### config.mk
export PLATFORM = sky130hd
export DESIGN_NAME = adder_operand_recover
export DESIGN_NICKNAME = d
export VERILOG_FILES = /design/src/rtl/adder_operand_recover.sv
export SDC_FILE = /design/constraint.sdc
export NUM_CORES = 1
export LEC_CHECK = 0
export CAP_MARGIN = 5
export CORE_MARGIN = 2
export CORE_UTILIZATION = 35
export DETAILED_ROUTE_END_ITERATION = 16
export PLACE_DENSITY_LB_ADDON = 0.2
export SLEW_MARGIN = 25
export SYNTH_ARGS = -nofsm -noshare
export SYNTH_HDL_FRONTEND = slang
export SYNTH_SLANG_ARGS = --single-unit
### constraint.sdc
create_clock -name clk -period 2.3 [get_ports clk]
set_input_delay 0.23 -clock clk [delete_from_list [all_inputs] [get_ports clk]]
set_output_delay 0.23 -clock clk [all_outputs]
set_load 0.02 [all_outputs]
### src/rtl/adder_operand_recover.sv
// adder_operand_recover: recovers b = y - a from a widened sum and one addend.
// Chunk-serial subtractor, CHUNK_WIDTH bits per cycle, with a registered borrow
// chain. The request side and the result side each use a valid/ready handshake.
// The block holds one operation at a time.
module adder_operand_recover #(
  parameter int DATA_WIDTH  = 32,
  parameter int CHUNK_WIDTH = 8
) (
  input  logic                  clk,
  input  logic                  rst_n,
  input  logic                  in_valid,
  output logic                  in_ready,
  input  logic [DATA_WIDTH:0]   y,
  input  logic [DATA_WIDTH-1:0] a,
  output logic                  out_valid,
  input  logic                  out_ready,
  output logic [DATA_WIDTH-1:0] b,
  output logic                  err
);

  // Number of chunks: ceil((DATA_WIDTH+1)/CHUNK_WIDTH). The top chunk is zero-padded.
  localparam int N  = (DATA_WIDTH + CHUNK_WIDTH) / CHUNK_WIDTH;
  localparam int PW = N * CHUNK_WIDTH;
  localparam int IW = (N > 1) ? $clog2(N) : 1;

  typedef enum logic [1:0] {IDLE, CALC, DONE} state_t;

  state_t            state, state_nxt;
  logic [PW-1:0]     y_q, a_q, diff_q, diff_nxt;
  logic              borrow, borrow_nxt;
  logic [IW-1:0]     idx;
  logic              last;
  logic [CHUNK_WIDTH:0] sub;

  // Handshake outputs come straight from the state register, so no input reaches an output combinationally.
  assign in_ready  = (state == IDLE);
  assign out_valid = (state == DONE);

  // Subtract one chunk. The operand registers shift right each cycle, so chunk i is always in the low CHUNK_WIDTH bits.
  always_comb begin
    sub        = {1'b0, y_q[CHUNK_WIDTH-1:0]} - {1'b0, a_q[CHUNK_WIDTH-1:0]}
               - {{CHUNK_WIDTH{1'b0}}, borrow};
    borrow_nxt = sub[CHUNK_WIDTH];
    // Each result chunk enters at the top. After N shifts, chunk 0 is in the low bits.
    diff_nxt   = (diff_q >> CHUNK_WIDTH)
               | (PW'(sub[CHUNK_WIDTH-1:0]) << (PW - CHUNK_WIDTH));
    last       = (idx == IW'(N - 1));
  end

  // State register
  always_ff @(posedge clk or negedge rst_n) begin
    if (!rst_n) state <= IDLE;
    else        state <= state_nxt;
  end

  // Next-state logic
  always_comb begin
    state_nxt = state;
    case (state)
      IDLE:    if (in_valid) state_nxt = CALC;
      CALC:    if (last)     state_nxt = DONE;
      DONE:    if (out_ready) state_nxt = IDLE;
      default: state_nxt = IDLE;
    endcase
  end

  // Datapath: capture the operands on acceptance, step the borrow chain in CALC, and latch the result on the last chunk.
  always_ff @(posedge clk or negedge rst_n) begin
    if (!rst_n) begin
      y_q    <= '0;
      a_q    <= '0;
      diff_q <= '0;
      borrow <= 1'b0;
      idx    <= '0;
      b      <= '0;
      err    <= 1'b0;
    end else begin
      case (state)
        IDLE: if (in_valid) begin
          y_q    <= PW'(y);
          a_q    <= PW'(a);
          diff_q <= '0;
          borrow <= 1'b0;
          idx    <= '0;
        end
        CALC: begin
          y_q    <= y_q >> CHUNK_WIDTH;
          a_q    <= a_q >> CHUNK_WIDTH;
          diff_q <= diff_nxt;
          borrow <= borrow_nxt;
          idx    <= idx + IW'(1);
          if (last) begin
            b   <= diff_nxt[DATA_WIDTH-1:0];
            // err is set when y < a (borrow out of the padded word) or when the difference needs bit DATA_WIDTH.
            err <= borrow_nxt | diff_nxt[DATA_WIDTH];
          end
        end
        default: ;
      endcase
    end
  end

endmodule

==> metrics.txt, run 1 <==
clock-pin slew of the registers on the worst-case setup and hold paths 0.06 ns; ranking of synthesized cells by area dfrtp_1 54%, mux2_4 6.7%, a22o_1 6.0%; share of cells above drive strength 1 14.4%; combinational group share of total power 40.9%; vias in the first global route 4721; # placed instances 850; Power Density 1450 nW/um2; P_int 7.69 mW; worst slew pin tran 0.863 ns; GRT Util Overall 16.4%; Setup crit end kind register; Tot Pwr 12.0 mW; worst vdd ir 925 uV; first-pass GRT wire length 25.3 mm; adder-cell share of the synthesized area 3.82%; Post-synth top cells 136 x dfrtp_1, 59 x o21ai_0, 48 x a22oi_1; synthesized netlist cell count 544; Slew HR 42.5%; clock buffer depth 2; Clock power frac 24.9%; CP max stage cell dfrtp_1; fin. max-slew vios 0; Layout area overhead 31.2%; CP arrival 2.52 ns; critical-path cell list fa_2 > fa_1 > nand2b_1 > a211oi_2 > o31ai_1 > xor2_1 > a21oi_1; simple-gate share of the synthesized area 6.52%; largest area contributor in the netlist dfrtp_1; I/O pins 104; final setup violation count 0; length of the first detailed-routing pass in iterations 4; grt ovf 0; Die ar. 19100 um2; Die X 138 um; TritonCTS Buffers 17; period utilization 96.9%; syn_nets 631; die height 138 um; Worst setup SP type register; drt drc 0; main combinational cell family by area after synthesis compound AO/OA/AOI/OAI gates; routed vias 4653; flops & latches, synth 136; CTS root buf clkbuf_16; Total Nets Final 729; Antenna Nets Post-Route 0; CTS sink count 136; worst-path maximum fanout 3; largest net degree at the start of global routing 78; proportion of synthesized area in mux cells 7.40%; H-tree levels 4; EDFF count, synth 0; Crit Path Class reg -> reg; sequential fraction of the synthesis area 54.1%; routed length per instance 17.2 um; initial antenna violation count 0; final clock skew 0.00827 ns; Core Area 17800 um2; Net Sw Frac 35.7%; XOR/XNOR share of the synthesized area 0.974%; Leak 3.70 nW; clk_lat worst skew 0.42 ns; Flop pwr share 34.2%; Hold WC Path Type in -> reg; DP Worst Slack -0.0153 ns; Primary FF master, synth dfrtp_1; Initial Utilization 35.4%; count leader, synth dfrtp_1; RD Place Congestion 0.800; Port Buf Inserts 103; final core utilization 46.4%; Iter 0 DRT Violations 245; Final Hold Violating Endpoints 0; fin cells 884; YS warnings 0; CTS tree yes; compound-cell area share of the yosys netlist 22.3%; Final min period 2.23 ns; Unique masters post-synth 37; Psw 4.28 mW; Avg Inst Size Synth 11.6 um2; Post-Syn Area 6290 um2; Setup WS post-layout 0.0722 ns; asr flop ratio synth 100%; final setup TNS 0 ns; drt total wl 15.2 mm; FP Rows 49; Ant. Diodes 0; Max Cap Viol 0; Critical Path RT 2.59 ns; share of the synthesized area in the top cell type 54.1%; DP HPWL 9.95 mm; Crit path largest cell delay 0.42 ns; status complete, no violations; vias per std cell 5.26; Fmax 449 MHz
==> sequential cells by signal, summed over array words and instances, names as in the netlist <==
register and flops:
borrow 1, diff_q 32, err 1, idx 3, b 32, y_q 33, a_q 32, state 2
==> routing by layer <==
metal | up-vias | wire length [um] | track usage, %
li1 | 2169 | - | -
met1 | 2342 | 7190 | 22.9
met5 | - | 0 | 0
met2 | 132 | 7140 | 25.7
met4 | 0 | 195 | 4.51
met3 | 10 | 680 | 3.81
==> worst paths after layout <==
kind	to	from	cells past startpoint	slack, ns
hold / removal	y_q[2]	in_valid	3	0.38
min in group asynchronous	b[13]	rst_n	2	0.40
max in group asynchronous	a_q[12]	rst_n	3	1.12
hold reg to reg	y_q[6]	y_q[6]	2	0.48
setup reg to reg	err	y_q[0]	7	0.07
setup / recovery	err	y_q[0]	7	0.07
==> timing repair <==
action	4_1_cts	5_1_grt
setup buffers	0	1
setup endpoints to repair	2	4
cloned	0	0
resized for setup	1	4
pin swaps	0	3
hold endpoints to repair	66	0
hold buffers	1	0
==> power by group through the flow <==
stage	clock [mW]	combinational, mW	sequential (mW)
finish	2.98	4.89	4.09
global route	3.14	5.38	4.24
CTS	3.04	4.82	4.10
detailed placement	0	4.77	4.14
global placement	0	4.62	4.09
floorplan	0	3.07	4.17
==> area by class of cell <==
type	instances	area (um2)
clock buffer	17	425
timing repair buffer	121	1200
multi-input combinational	341	2620
tap	229	287
fill	1610	9520
sequential	136	3410
clock inverter	15	224
inverter	25	93.8
==> per-stage QoR <==
stage          hold WS, ns  instance area, um2
2_1_floorplan      -0.0656                6290
3_3_place_gp         0.272                7570
3_5_place_dp         0.282                7570
4_1_cts              0.346                8240
5_1_grt              0.378                8260
6_report             0.375                8260
==> kinds of logic (layout without fill, tap and decap cells) <==
| kind of cell | count (synthesis) | in the layout |
|---|---|---|
| AO/OA/AOI/OAI | 214 | 214 |
| multiplexers | 32 | 32 |
| AND/OR/NAND/NOR | 70 | 70 |
| flip-flops | 136 | 136 |
| buffers and inverters | 67 | 178 |
| adder cells (fa/ha/maj) | 18 | 18 |
| XOR/XNOR | 7 | 7 |
==> critical path: cells and delay by family (launching register included) <==
family                     cells  cell delay (ns)
DFF                            1             0.42
adders and majority gates      2             0.81
xor gates and xnor gates       1             0.23
AOI/OAI and AO/OA              3             0.45
and+or+nand+nor                1             0.18
==> placed cells by master (no fill, tap or decap), drive strengths merged, types with 5 or more instances in the layout <==
cell | Yosys | layout
buf | 21 | 19
ha | 16 | 16
clkinv | 0 | 6
a22o | 43 | 43
mux2 | 32 | 32
inv | 25 | 27
clkdlybuf4s50 | 0 | 101
a2bb2oi | 7 | 7
xor2 | 5 | 5
a21oi | 46 | 46
clkbuf | 21 | 17
nor2b | 44 | 44
nand2 | 11 | 11
a22oi | 48 | 48
o21ai | 60 | 60
bufinv | 0 | 5
nor2 | 6 | 6
dfrtp | 136 | 136
No activity file was read; power rests on OpenSTA's default activity.
==> run 2: changes to the inputs <==
--- a/config.mk
+++ b/config.mk
@@ -10,6 +10,7 @@
 export CORE_UTILIZATION = 35
 export DETAILED_ROUTE_END_ITERATION = 16
 export PLACE_DENSITY_LB_ADDON = 0.2
+export RECOVER_POWER = 100
 export SLEW_MARGIN = 25
 export SYNTH_ARGS = -nofsm -noshare
 export SYNTH_HDL_FRONTEND = slang
==> run 2 against run 1 <==
Design area is 2.1% lower. Core utilization is 0.97 points lower. Cell count stayed put. Critical path depth stayed put. Largest power group unchanged.
==> metrics.txt, run 2 (synthesis results as in run 1) <==
status complete, no violations; RD Place Congestion 0.800 (unchanged); combinational group share of total power 39.2% (-1.7 points); final setup TNS 0 ns (unchanged); Ant. Diodes 0 (unchanged); Initial Utilization 35.4% (unchanged); CP arrival 2.51 ns (about the same); Antenna Nets Post-Route 0 (unchanged); Setup crit end kind register; period utilization 96.9% (about the same); Top reg by flops y_q; Setup WS post-layout 0.0718 ns (-0.000347 ns); initial antenna violation count 0 (unchanged); critical-path cell list fa_2 > fa_1 > nand2b_1 > a211oi_2 > o31ai_1 > xor2_1 > o21ai_1; fin. max-slew vios 0 (unchanged); hold depth 3 (unchanged); worst-path maximum fanout 3 (unchanged); drt total wl 15.1 mm (-0.51%); die height 138 um (unchanged); final clock skew 0.00774 ns (-0.000540 ns); P_int 7.36 mW (-4.3%); vias in the first global route 4721 (unchanged); Layout area overhead 28.5%; CP max stage cell dfrtp_1; worst vdd ir 894 uV (-3.4%); Final Hold Violating Endpoints 0 (unchanged); Core Area 17800 um2 (unchanged); FF-to-FF setup slack 0.07 ns (about the same); Power Density 1430 nW/um2 (-1.2%); WP buf/inv 0 (unchanged); length of the first detailed-routing pass in iterations 4 (unchanged); Leak 3.63 nW (-1.8%); Total Nets Final 729 (unchanged); hold path startpoint in_valid; vias per std cell 5.26 (-0.13%); Die ar. 19100 um2 (unchanged); FP Rows 49 (unchanged); TritonCTS Buffers 17 (unchanged); Clock power frac 25.8% (+0.9 points); Port Buf Inserts 103 (unchanged); commonest non-fill, non-tap cell in the layout dfrtp_1; CTS sink count 136 (unchanged); Slew HR 30.7% (-12 points); I/O pins 104 (unchanged); RR Startpoint y_q[0]; DP Worst Slack -0.0153 ns (unchanged); r2r endpoint borrow; Die X 138 um (unchanged); Net Sw Frac 36.5% (+0.75 points); Crit path max-delay family adder cells; Largest register FFs 33 (unchanged); Psw 4.22 mW (-1.2%); Iter 0 DRT Violations 296 (+21%); worst slew pin tran 1.04 ns (+0.176 ns); Critical Path RT 2.58 ns (about the same); grt ovf 0 (unchanged); Final min period 2.23 ns (+0.000347 ns); CTS root buf clkbuf_16; H-tree levels 4 (unchanged); Fmax 449 MHz (about the same); Hold WC Path Type in -> reg; commonest cells after routing, fill and taps aside 136 x dfrtp_1, 66 x clkdlybuf4s50_1, 58 x o21ai_0, 48 x a22oi_1, 46 x a21oi_1; final setup violation count 0 (unchanged); Max Cap Viol 0 (unchanged); clock-pin slew of the registers on the worst-case setup and hold paths 0.06 ns (about the same); CTS tree yes; DP HPWL 9.95 mm (unchanged); Crit Path Class reg -> reg; largest net degree at the start of global routing 78 (unchanged); clk_lat worst skew 0.41 ns (about the same); Flop pwr share 35.0% (+0.8 points); routed length per instance 17.1 um (-0.51%); Crit path largest cell delay 0.42 ns (about the same); Worst setup SP type register; worst reg-to-reg path cell count 7 (unchanged); routed vias 4647 (-0.13%); drt drc 0 (unchanged); clock buffer depth 2 (unchanged); share of cells above drive strength 1 9.31% (-5.0 points); Hold Path End y_q[2]; GRT Util Overall 16.4% (unchanged); first-pass GRT wire length 25.3 mm (unchanged)
[run 2: power by group through the flow]
stage	clock [mW]	sequential [mW]	combinational, mW
floorplan	0	4.17	3.07
finish	2.98	4.06	4.54
detailed placement	0	4.14	4.77
global route	3.14	4.20	5.03
CTS	3.04	4.10	4.82
global placement	0	4.09	4.62
[run 2: how the worst max path moves through the flow]
stage                     cells after the start      to   start
after floorplan                               7     err  y_q[0]
after global placement                        7     err  y_q[0]
after detailed placement                      7  borrow  y_q[0]
after CTS                                     7  borrow  y_q[0]
after global routing                          7  borrow  y_q[0]
final                                         7  borrow  y_q[0]
[run 2: per-layer routing]
layer  track usage [%]  up-vias  share of wire (%)  wire [um]
met3              3.81       12                4.0        607
met4              4.51        0                1.6        241
met1              22.9     2342                 47       7170
met5                 0        -                  0          0
met2              25.7      120                 47       7100
li1                  -     2173                  -          -
[run 2: metrics by stage]
step                      area (um2)  cells  power, mW  hold WS [ns]  utilization [%]
after global routing            8090    884       12.4         0.366             45.5
after CTS                       8240    883       12.0         0.346             46.3
after floorplan                 6290    544       7.24       -0.0656                -
after global placement          7570    850       8.71         0.272             42.6
final                           8090    884       11.6         0.353             45.5
after detailed placement        7570    850       8.91         0.282             42.6
[run 2: area by class of cell]
| type | instances | area, um2 |
|---|---|---|
| clock buffers | 17 | 425 |
| clock inverters | 15 | 224 |
| fillers | 1665 | 9690 |
| inverters | 25 | 93.8 |
| multi-input cells | 341 | 2490 |
| flip-flops and latches | 136 | 3400 |
| well taps | 229 | 287 |
| repair buffers | 121 | 1160 |
[run 2: timing repair]
item                                    in CTS  in global routing
resized for setup                            1                  4
setup buffers                                0                  1
endpoints found under the setup margin       2                  4
gates cloned                                 0                  0
hold buffers                                 1                  0
endpoints found under the hold margin       66                  0
pin swaps                                    0                  3
[run 2: worst reg2reg max path: stages, from the launching register on]
cell and delay (ns):
dfrtp_1 0.42, fa_2 0.42, fa_1 0.39, nand2b_1 0.18, a211oi_2 0.24, o31ai_1 0.12, xor2_1 0.24, o21ai_1 0.09
==> run 3: changes to the inputs <==
--- a/config.mk
+++ b/config.mk
@@ -9,9 +9,10 @@
 export CORE_MARGIN = 2
 export CORE_UTILIZATION = 35
 export DETAILED_ROUTE_END_ITERATION = 16
+export GPL_TIMING_DRIVEN = 0
 export PLACE_DENSITY_LB_ADDON = 0.2
-export RECOVER_POWER = 100
 export SLEW_MARGIN = 25
 export SYNTH_ARGS = -nofsm -noshare
 export SYNTH_HDL_FRONTEND = slang
 export SYNTH_SLANG_ARGS = --single-unit
+export TNS_END_PERCENT = 1
==> run 3 against run 2 <==
Sequential share of layout area down 0.94 points. Via count up 0.88%. Flip-flop and latch count unchanged. Wire length up 3.7%. Power up 1.2%. Worst setup slack better by 0.0087 ns. Count of clock-buffer cells in the layout up 7. Clock power down 11%. Critical path depth up 1.
==> metrics.txt, run 3 (synthesis results as in run 1) <==
status complete, no violations; H-tree levels 4 (unchanged); Total Nets Final 755 (+3.6%); drt drc 0 (unchanged); first-pass GRT wire length 26.2 mm (+3.4%); multi-input logic area 2620 um2 (+5.1%); CP arrival 2.49 ns (-0.02 ns); GRT Util Overall 17.1% (+0.73 points); share of cells above drive strength 1 13.7% (+4.4 points); post-route cell area 8270 um2 (+2.3%); Max Cap Viol 0 (unchanged); final setup TNS 0 ns (unchanged); CTS tree yes; Hold WC Path Type in -> async; critical-path cell list fa_2 > inv_1 > ha_1 > o21ai_1 > a31oi_2 > o22ai_2 > xor2_1 > o21ai_0; vias per std cell 5.16 (-1.9%); drt total wl 15.7 mm (+3.7%); Crit path largest cell delay 0.59 ns (+0.17 ns); combinational group share of total power 42.5% (+3.3 points); CTS sink count 136 (unchanged); Net Sw Frac 36.4% (-0.041 points); WP buf/inv 1 (+1); die height 138 um (unchanged); length of the first detailed-routing pass in iterations 4 (unchanged); fin. max-slew vios 0 (unchanged); Initial Utilization 35.4% (unchanged); clock buffer depth 2 (unchanged); Critical Path RT 2.57 ns (about the same); fin cells 909 (+2.8%); Worst setup SP type register; Slew HR 64.9% (+34 points); Port Buf Inserts 103 (unchanged); Leak 3.70 nW (+1.9%); DP HPWL 11.3 mm (+14%); worst reg-to-reg path cell count 8 (+1); CP max stage cell fa_2; Die X 138 um (unchanged); Iter 0 DRT Violations 269 (-9.1%); Tot Pwr 11.7 mW (+1.2%); Core Area 17800 um2 (unchanged); I/O pins 104 (unchanged); P_int 7.45 mW (+1.3%); vias in the first global route 4889 (+3.6%); final core utilization 46.5% (+1.0 points); Antenna Nets Post-Route 0 (unchanged); Top reg by flops y_q; commonest non-fill, non-tap cell in the layout dfrtp_1; Power Density 1420 nW/um2 (-1.0%); worst vdd ir 889 uV (-0.55%); Flop pwr share 35.0% (about the same); Psw 4.27 mW (+1.1%); TritonCTS Buffers 17 (unchanged); routed length per instance 17.2 um (+0.81%); initial antenna violation count 0 (unchanged); Crit path max-delay family adder cells; worst slew pin tran 0.527 ns (-0.512 ns); clock-pin slew of the registers on the worst-case setup and hold paths 0.05 ns (about the same); Largest register FFs 33 (unchanged); Die ar. 19100 um2 (unchanged); DP Worst Slack -0.112 ns (-0.0970 ns); routed vias 4688 (+0.88%); Setup WS post-layout 0.0805 ns (+0.00868 ns); final setup violation count 0 (unchanged); Fin Hold WS 0.340 ns (-0.0131 ns); filler instances 1633 (-1.9%); Clock power frac 22.5% (-3.3 points); Fmax 451 MHz (+0.39%); Setup crit end kind register; Sequential Area 3400 um2 (unchanged); CTS root buf clkbuf_16; Crit Path Class reg -> reg; period utilization 96.5% (-0.38 points); Worst path depth 8 (+1); clk_lat worst skew 0.42 ns (about the same); # placed instances 877 (+3.2%); largest net degree at the start of global routing 76 (-2.6%); FP Rows 49 (unchanged); grt ovf 0 (unchanged); Layout area overhead 31.4%; placed inst area 7640 um2 (+0.94%); worst-path maximum fanout 3 (unchanged); commonest cells after routing, fill and taps aside 136 x dfrtp_1, 102 x clkdlybuf4s50_1, 58 x o21ai_0, 48 x a22oi_1, 46 x a21oi_1; RD Place Congestion 0.842 (+5.3%); final clock skew 0.00812 ns (+0.000386 ns); Final min period 2.22 ns (-0.00868 ns); Ant. Diodes 0 (unchanged); Final Hold Violating Endpoints 0 (unchanged)
==> run 3: power groups by stage <==
stage,clock [mW],sequential (mW),combinational (mW)
CTS,2.69,4.11,4.86
global route,2.82,4.24,5.50
global placement,0,4.08,4.69
finish,2.64,4.10,4.98
floorplan,0,4.17,3.07
detailed placement,0,4.12,4.82
==> run 3: routing by layer <==
metal	part of all wire, %	global-route usage [%]	vias to the layer above
met5	0	0	-
met4	0.92	3.54	0
met3	4.3	4.23	10
met2	48	27.4	115
met1	47	23.8	2338
li1	-	-	2225
==> run 3: path summary, 6_finish.rpt <==
kind | start | to | slack, ns
setup / recovery | y_q[0] | diff_q[37] | 0.08
hold / removal | rst_n | b[6] | 0.34
setup reg to reg | y_q[0] | diff_q[37] | 0.08
hold reg to reg | y_q[6] | y_q[6] | 0.48
max in group asynchronous | rst_n | b[25] | 1.23
min in group clk | out_ready | state[1] | 0.40
==> run 3: cell type report <==
type / instances / area share [%]
inverters: 25 / 1.13
multi-input cells: 341 / 31.6
well taps: 229 / 3.46
plain buffers: 41 / 2.57
repair buffers: 106 / 13.1
clock inverters: 7 / 1.13
clock buffers: 24 / 5.82
flip-flops and latches: 136 / 41.1
==> run 3: what timing repair did <==
action                                  CTS  global route
pin swaps                                 1             2
hold buffers                              1             0
endpoints found under the setup margin    3             4
resized for setup                         3             6
hold endpoints to repair                 61             0
setup buffers                             1             0
